### src/rtl/shift_right_unit_pkg.sv
// Shared encodings and FSM state type for the multi-cycle right shifter.
package shift_right_unit_pkg;

  localparam logic [1:0] SHR_OP_SRL  = 2'b00;
  localparam logic [1:0] SHR_OP_SRA  = 2'b01;
  localparam logic [1:0] SHR_OP_ROTR = 2'b10;

  localparam int SHR_STAGES = 5;

  typedef enum logic [1:0] {
    ST_IDLE = 2'b00,
    ST_BUSY = 2'b01,
    ST_DONE = 2'b10
  } shr_state_e;

endpackage

### src/rtl/shift_right_stage.sv
// One binary stage of the right shifter: shift by 2^idx_i when en_i, with op-dependent fill.
// SHIFT_RIGHT_ROTR_EN enables the rotate fill; otherwise ROTR falls back to zero fill.
module shift_right_stage
  import shift_right_unit_pkg::*;
#(
  parameter int WIDTH = 32
) (
  input  logic [WIDTH-1:0] data_i,
  input  logic [2:0]       idx_i,
  input  logic             en_i,
  input  logic [1:0]       op_i,
  input  logic             sign_i,
  output logic [WIDTH-1:0] data_o
);

  logic [WIDTH-1:0]   fill;
  logic [5:0]         amt;
  logic [2*WIDTH-1:0] ext;

  always_comb begin
    fill = (op_i == SHR_OP_SRA && sign_i) ? '1 : '0;
`ifdef SHIFT_RIGHT_ROTR_EN
    // Placing the operand itself above it makes the shifted-out bits wrap to the MSB end.
    if (op_i == SHR_OP_ROTR) fill = data_i;
`endif
    amt    = 6'd1 << idx_i;
    ext    = {fill, data_i} >> amt;
    data_o = en_i ? ext[WIDTH-1:0] : data_i;
  end

endmodule

### src/rtl/shift_right_unit.sv
// Multi-cycle right shifter (SRL/SRA/optional ROTR), one binary stage per cycle, valid/ready both sides.
// Rotate support is controlled by SHIFT_RIGHT_ROTR_EN (see shift_right_stage).
module shift_right_unit
  import shift_right_unit_pkg::*;
#(
  parameter int WIDTH = 32
) (
  input  logic                     clk,
  input  logic                     rst,
  input  logic                     in_valid,
  output logic                     in_ready,
  input  logic [WIDTH-1:0]         in_data,
  input  logic [$clog2(WIDTH)-1:0] in_sa,
  input  logic [1:0]               in_op,
  input  logic                     flush,
  output logic                     out_valid,
  input  logic                     out_ready,
  output logic [WIDTH-1:0]         out_data
);

  shr_state_e               state_q;
  logic [2:0]               cnt_q;
  logic [WIDTH-1:0]         data_q;
  logic [WIDTH-1:0]         data_d;
  logic [$clog2(WIDTH)-1:0] sa_q;
  logic [1:0]               op_q;
  logic                     sign_q;
  logic [WIDTH-1:0]         out_data_q;
  logic                     out_valid_q;

  shift_right_stage #(.WIDTH(WIDTH)) u_stage (
    .data_i (data_q),
    .idx_i  (cnt_q),
    .en_i   (sa_q[cnt_q]),
    .op_i   (op_q),
    .sign_i (sign_q),
    .data_o (data_d)
  );

  always_ff @(posedge clk or posedge rst) begin
    if (rst) begin
      state_q     <= ST_IDLE;
      cnt_q       <= '0;
      data_q      <= '0;
      sa_q        <= '0;
      op_q        <= '0;
      sign_q      <= 1'b0;
      out_data_q  <= '0;
      out_valid_q <= 1'b0;
    end else if (flush) begin
      state_q     <= ST_IDLE;
      cnt_q       <= '0;
      out_valid_q <= 1'b0;
    end else begin
      case (state_q)
        ST_IDLE: if (in_valid) begin
          data_q  <= in_data;
          sa_q    <= in_sa;
          op_q    <= in_op;
          sign_q  <= in_data[WIDTH-1];
          cnt_q   <= '0;
          state_q <= ST_BUSY;
        end
        ST_BUSY: begin
          data_q <= data_d;
          cnt_q  <= cnt_q + 3'd1;
          // No early exit: every stage runs even when its sa bit is clear.
          if (cnt_q == 3'(SHR_STAGES - 1)) begin
            out_data_q  <= data_d;
            out_valid_q <= 1'b1;
            state_q     <= ST_DONE;
          end
        end
        ST_DONE: if (out_ready) begin
          out_valid_q <= 1'b0;
          state_q     <= ST_IDLE;
        end
        default: state_q <= ST_IDLE;
      endcase
    end
  end

  assign in_ready  = (state_q == ST_IDLE);
  assign out_valid = out_valid_q;
  assign out_data  = out_data_q;

endmodule

### config.mk
export PLATFORM = sky130hd
export DESIGN_NAME = shift_right_unit
export DESIGN_NICKNAME = d
export VERILOG_FILES = /design/src/rtl/shift_right_unit_pkg.sv /design/src/rtl/shift_right_stage.sv /design/src/rtl/shift_right_unit.sv
export SDC_FILE = /design/constraint.sdc
export NUM_CORES = 1
export LEC_CHECK = 0
export ABC_AREA = 1
export BUFFER_PORTS_ARGS = -buffer_cell sky130_fd_sc_hd__buf_2
export CAP_MARGIN = 0
export CORE_ASPECT_RATIO = 0.8
export CORE_MARGIN = 3
export CORE_UTILIZATION = 43
export DETAILED_ROUTE_END_ITERATION = 10
export MAX_ROUTING_LAYER = met4
export PLACE_DENSITY = 0.75
export SETUP_SLACK_MARGIN = 0.05
export SYNTH_ARGS = -nofsm -noshare
export SYNTH_HDL_FRONTEND = slang
export SYNTH_SLANG_ARGS = --single-unit
export TNS_END_PERCENT = 100
### constraint.sdc
create_clock -name clk -period 2.6 [get_ports clk]
set_input_delay 0.52 -clock clk [delete_from_list [all_inputs] [get_ports clk]]
set_output_delay 0.52 -clock clk [all_outputs]
set_load 0.005 [all_outputs]
==> metrics <==
status complete, no violations; vias 6450; most common cell after layout, fill and taps aside nand2_1; fin cells 1154; flop2flop setup slack 0.17 ns; Clock Skew 0.00674 ns; worst slew pin tran 0.571 ns; CP most frequent cell buf_4; DR WL/cell 16.3 um; area of the mapped netlist 5610 sq um; WP buf/inv 5; DPL Wire Length 13500 um; core area 12500 sq um; Clock Path Buffers 2; pre-CTS setup slack 0.123 ns; asr flop ratio synth 1.00; number of synthesized flops with an enable pin 0; PortBufs 77; Final Util 0.535; Worst-path clk slew 0.06 ns; gr ovfl total 0; Cell Count Post-Placement 1138; total CTS buffers 9; I/O Pins 78; initial core utilization 0.449; Clk Latency, worst-skew pair 0.34 ns; sequential cell area fraction in the yosys report 0.348; Synthesis Warnings 0; leakage power 0.00351 uW; Post-Syn Instances 905; worst-path fanout max 15; critical path cell sequence inv_1 -> buf_4 -> ha_1 -> nand2_1 -> inv_1 -> nor2_1 -> buf_4 -> buf_4 -> nand3_1 -> nand3_1 -> nand2_1 -> o21ai_0; crit end category flip-flop; Mapped Nets 954; final hold slack 0.258 ns; critical path arrival 2.68 ns; count of hold-fix buffers inserted at cts 0; ys flop type dfrtp_1; CP delay by family, top buffers and inverters; number of library cell types mapped by synthesis 31; final setup vio count 0; r2r startpoint cnt_q[1]; Final WS setup 0.170 ns; worst reg2reg path depth 12; Crit Path Class flip-flop to flip-flop; TritonCTS sink count 78; top cells by area, synth dfrtp_1, nand2_1, nand3_1; max incr delay on CP 0.39 ns; CTS tree yes; Die Wd 134 um; largest net degree at the start of global routing 79; first-pass GRT wire length 29500 um; Slew headroom 0.619; DRC Markers 0; n_diodes 0; die height 108 um; CTS root buf clkbuf_16; routability congestion estimate 1.04; Peak Freq 411 MHz; number of iterations in the first detailed-routing pass 7; antenna violations before repair 0; site row count 36; Seq cells post-synth 78; R2R Path End out_data[12]; share of layout cells above drive strength 1 0.157; slowest CP cell dfrtp_1; Slew Limit Fails 0; final setup TNS 0 ns; ANT nets after route 0; Critical Path RT 2.85 ns; unrepaired setup endpoints after global routing yes; die area 14500 sq um; most frequent cells in the layout nand2_1, nand3_1, nor2_1; DR iter-0 viols 695; crit start category flip-flop; share of the synthesized area in the top cell type 0.348; H-tree lvl count 3; Final period util 0.935; Final Hold Vio Count 0; Nets 1028; GRT Total Usage 0.266; Avg Cell Area, Syn 6.19 sq um; Worst Hold Class input port to asynchronous set/reset pin; max-capacitance violation count 0; maximum vdd ir drop 0.000349 V; vias in the first global route 5571; Synth area leader dfrtp_1; min Tclk post-route 2.43 ns; wirelength, routed 18800 um; area grow syn2layout 19.1%; Power per Cell Area 732 nW/um^2; Via density 5.59
==> power breakdown <==
group | switching (uW) | leakage (uW) | total, uW | internal (uW)
sequential | 156 | 0.000940 | 1550 | 1390
combinational | 1350 | 0.00243 | 2070 | 716
clock | 524 | 0.000139 | 1270 | 742
total | 2030 | 0.00351 | 4880 | 2850
==> synth_stat cells (2+ instances only) <==
| cell | count |
|---|---|
| inv_2 | 3 |
| o22ai_1 | 2 |
| nand4_1 | 2 |
| buf_4 | 6 |
| buf_1 | 8 |
| mux2_2 | 6 |
| o21ai_0 | 79 |
| o21ai_1 | 22 |
| o211ai_1 | 13 |
| buf_6 | 3 |
| buf_2 | 11 |
| a31oi_1 | 5 |
| nor2_2 | 2 |
| inv_1 | 49 |
| nor2_1 | 84 |
| dfrtp_1 | 78 |
| ha_1 | 5 |
| nand3_1 | 110 |
| clkbuf_1 | 23 |
| a21oi_1 | 8 |
| a21o_1 | 2 |
| nand2_1 | 374 |
| o21ai_2 | 2 |
==> cells by family after synthesis <==
| logic type | synth area share |
|---|---|
| DFF | 0.348 |
| muxes | 0.0138 |
| AOI/OAI and AO/OA | 0.132 |
| adders and majority gates | 0.0112 |
| buffers and inverters | 0.0801 |
| and+or+nand+nor | 0.415 |
==> layout make-up <==
| cell class | instances | area (sq um) |
|---|---|---|
| fill | 1221 | 5800 |
| inverter | 53 | 200 |
| clock inverter | 5 | 60.1 |
| tap | 171 | 214 |
| clock buffer | 10 | 229 |
| timing repair buffer | 113 | 759 |
| sequential | 78 | 1950 |
| multi-input combinational | 724 | 3260 |
==> through the flow <==
step / power [uW] / instance area, sq um
floorplan: 2840 / 5610
global placement: 3500 / 6340
detailed placement: 3520 / 6340
CTS: 4800 / 6630
global route: 5190 / 6670
finish: 4880 / 6670
==> registers in the layout (all words and copies together) (netlist names) <==
name and cells:
data_q 32, out_data 32, sa_q 5, cnt_q 3, op_q 2, state_q 2, out_valid 1, sign_q 1
==> routing by layer <==
layer,vias to the layer above,part of all wire,global-route usage
met1,2949,0.46,0.390
met2,373,0.39,0.358
met3,64,0.11,0.0526
li1,3064,-,-
met4,0,0.035,0.104
met5,-,0,-
==> worst register-to-register path: cells and delay by family (launching register included) <==
kind / cells / cell delay [ns]
buffers and inverters: 5 / 0.86
and+or+nand+nor: 5 / 0.72
DFF: 1 / 0.39
AOI/OAI and AO/OA: 1 / 0.19
adders and majority gates: 1 / 0.18
==> worst max path at each step <==
stage	start	to	cells after the start
after floorplan	rst	cnt_q[0]	1
after global placement	cnt_q[1]	data_q[9]	16
after detailed placement	cnt_q[1]	data_q[9]	16
after CTS	cnt_q[1]	data_q[9]	16
after global routing	cnt_q[1]	data_q[13]	15
final	cnt_q[1]	out_data[12]	12
==> repair_timing <==
action                                  4_1_cts  5_1_grt
endpoints found under the setup margin        0       50
setup buffers                                 0        0
resized for setup                             0       13
(Power assumes the default switching activity.)
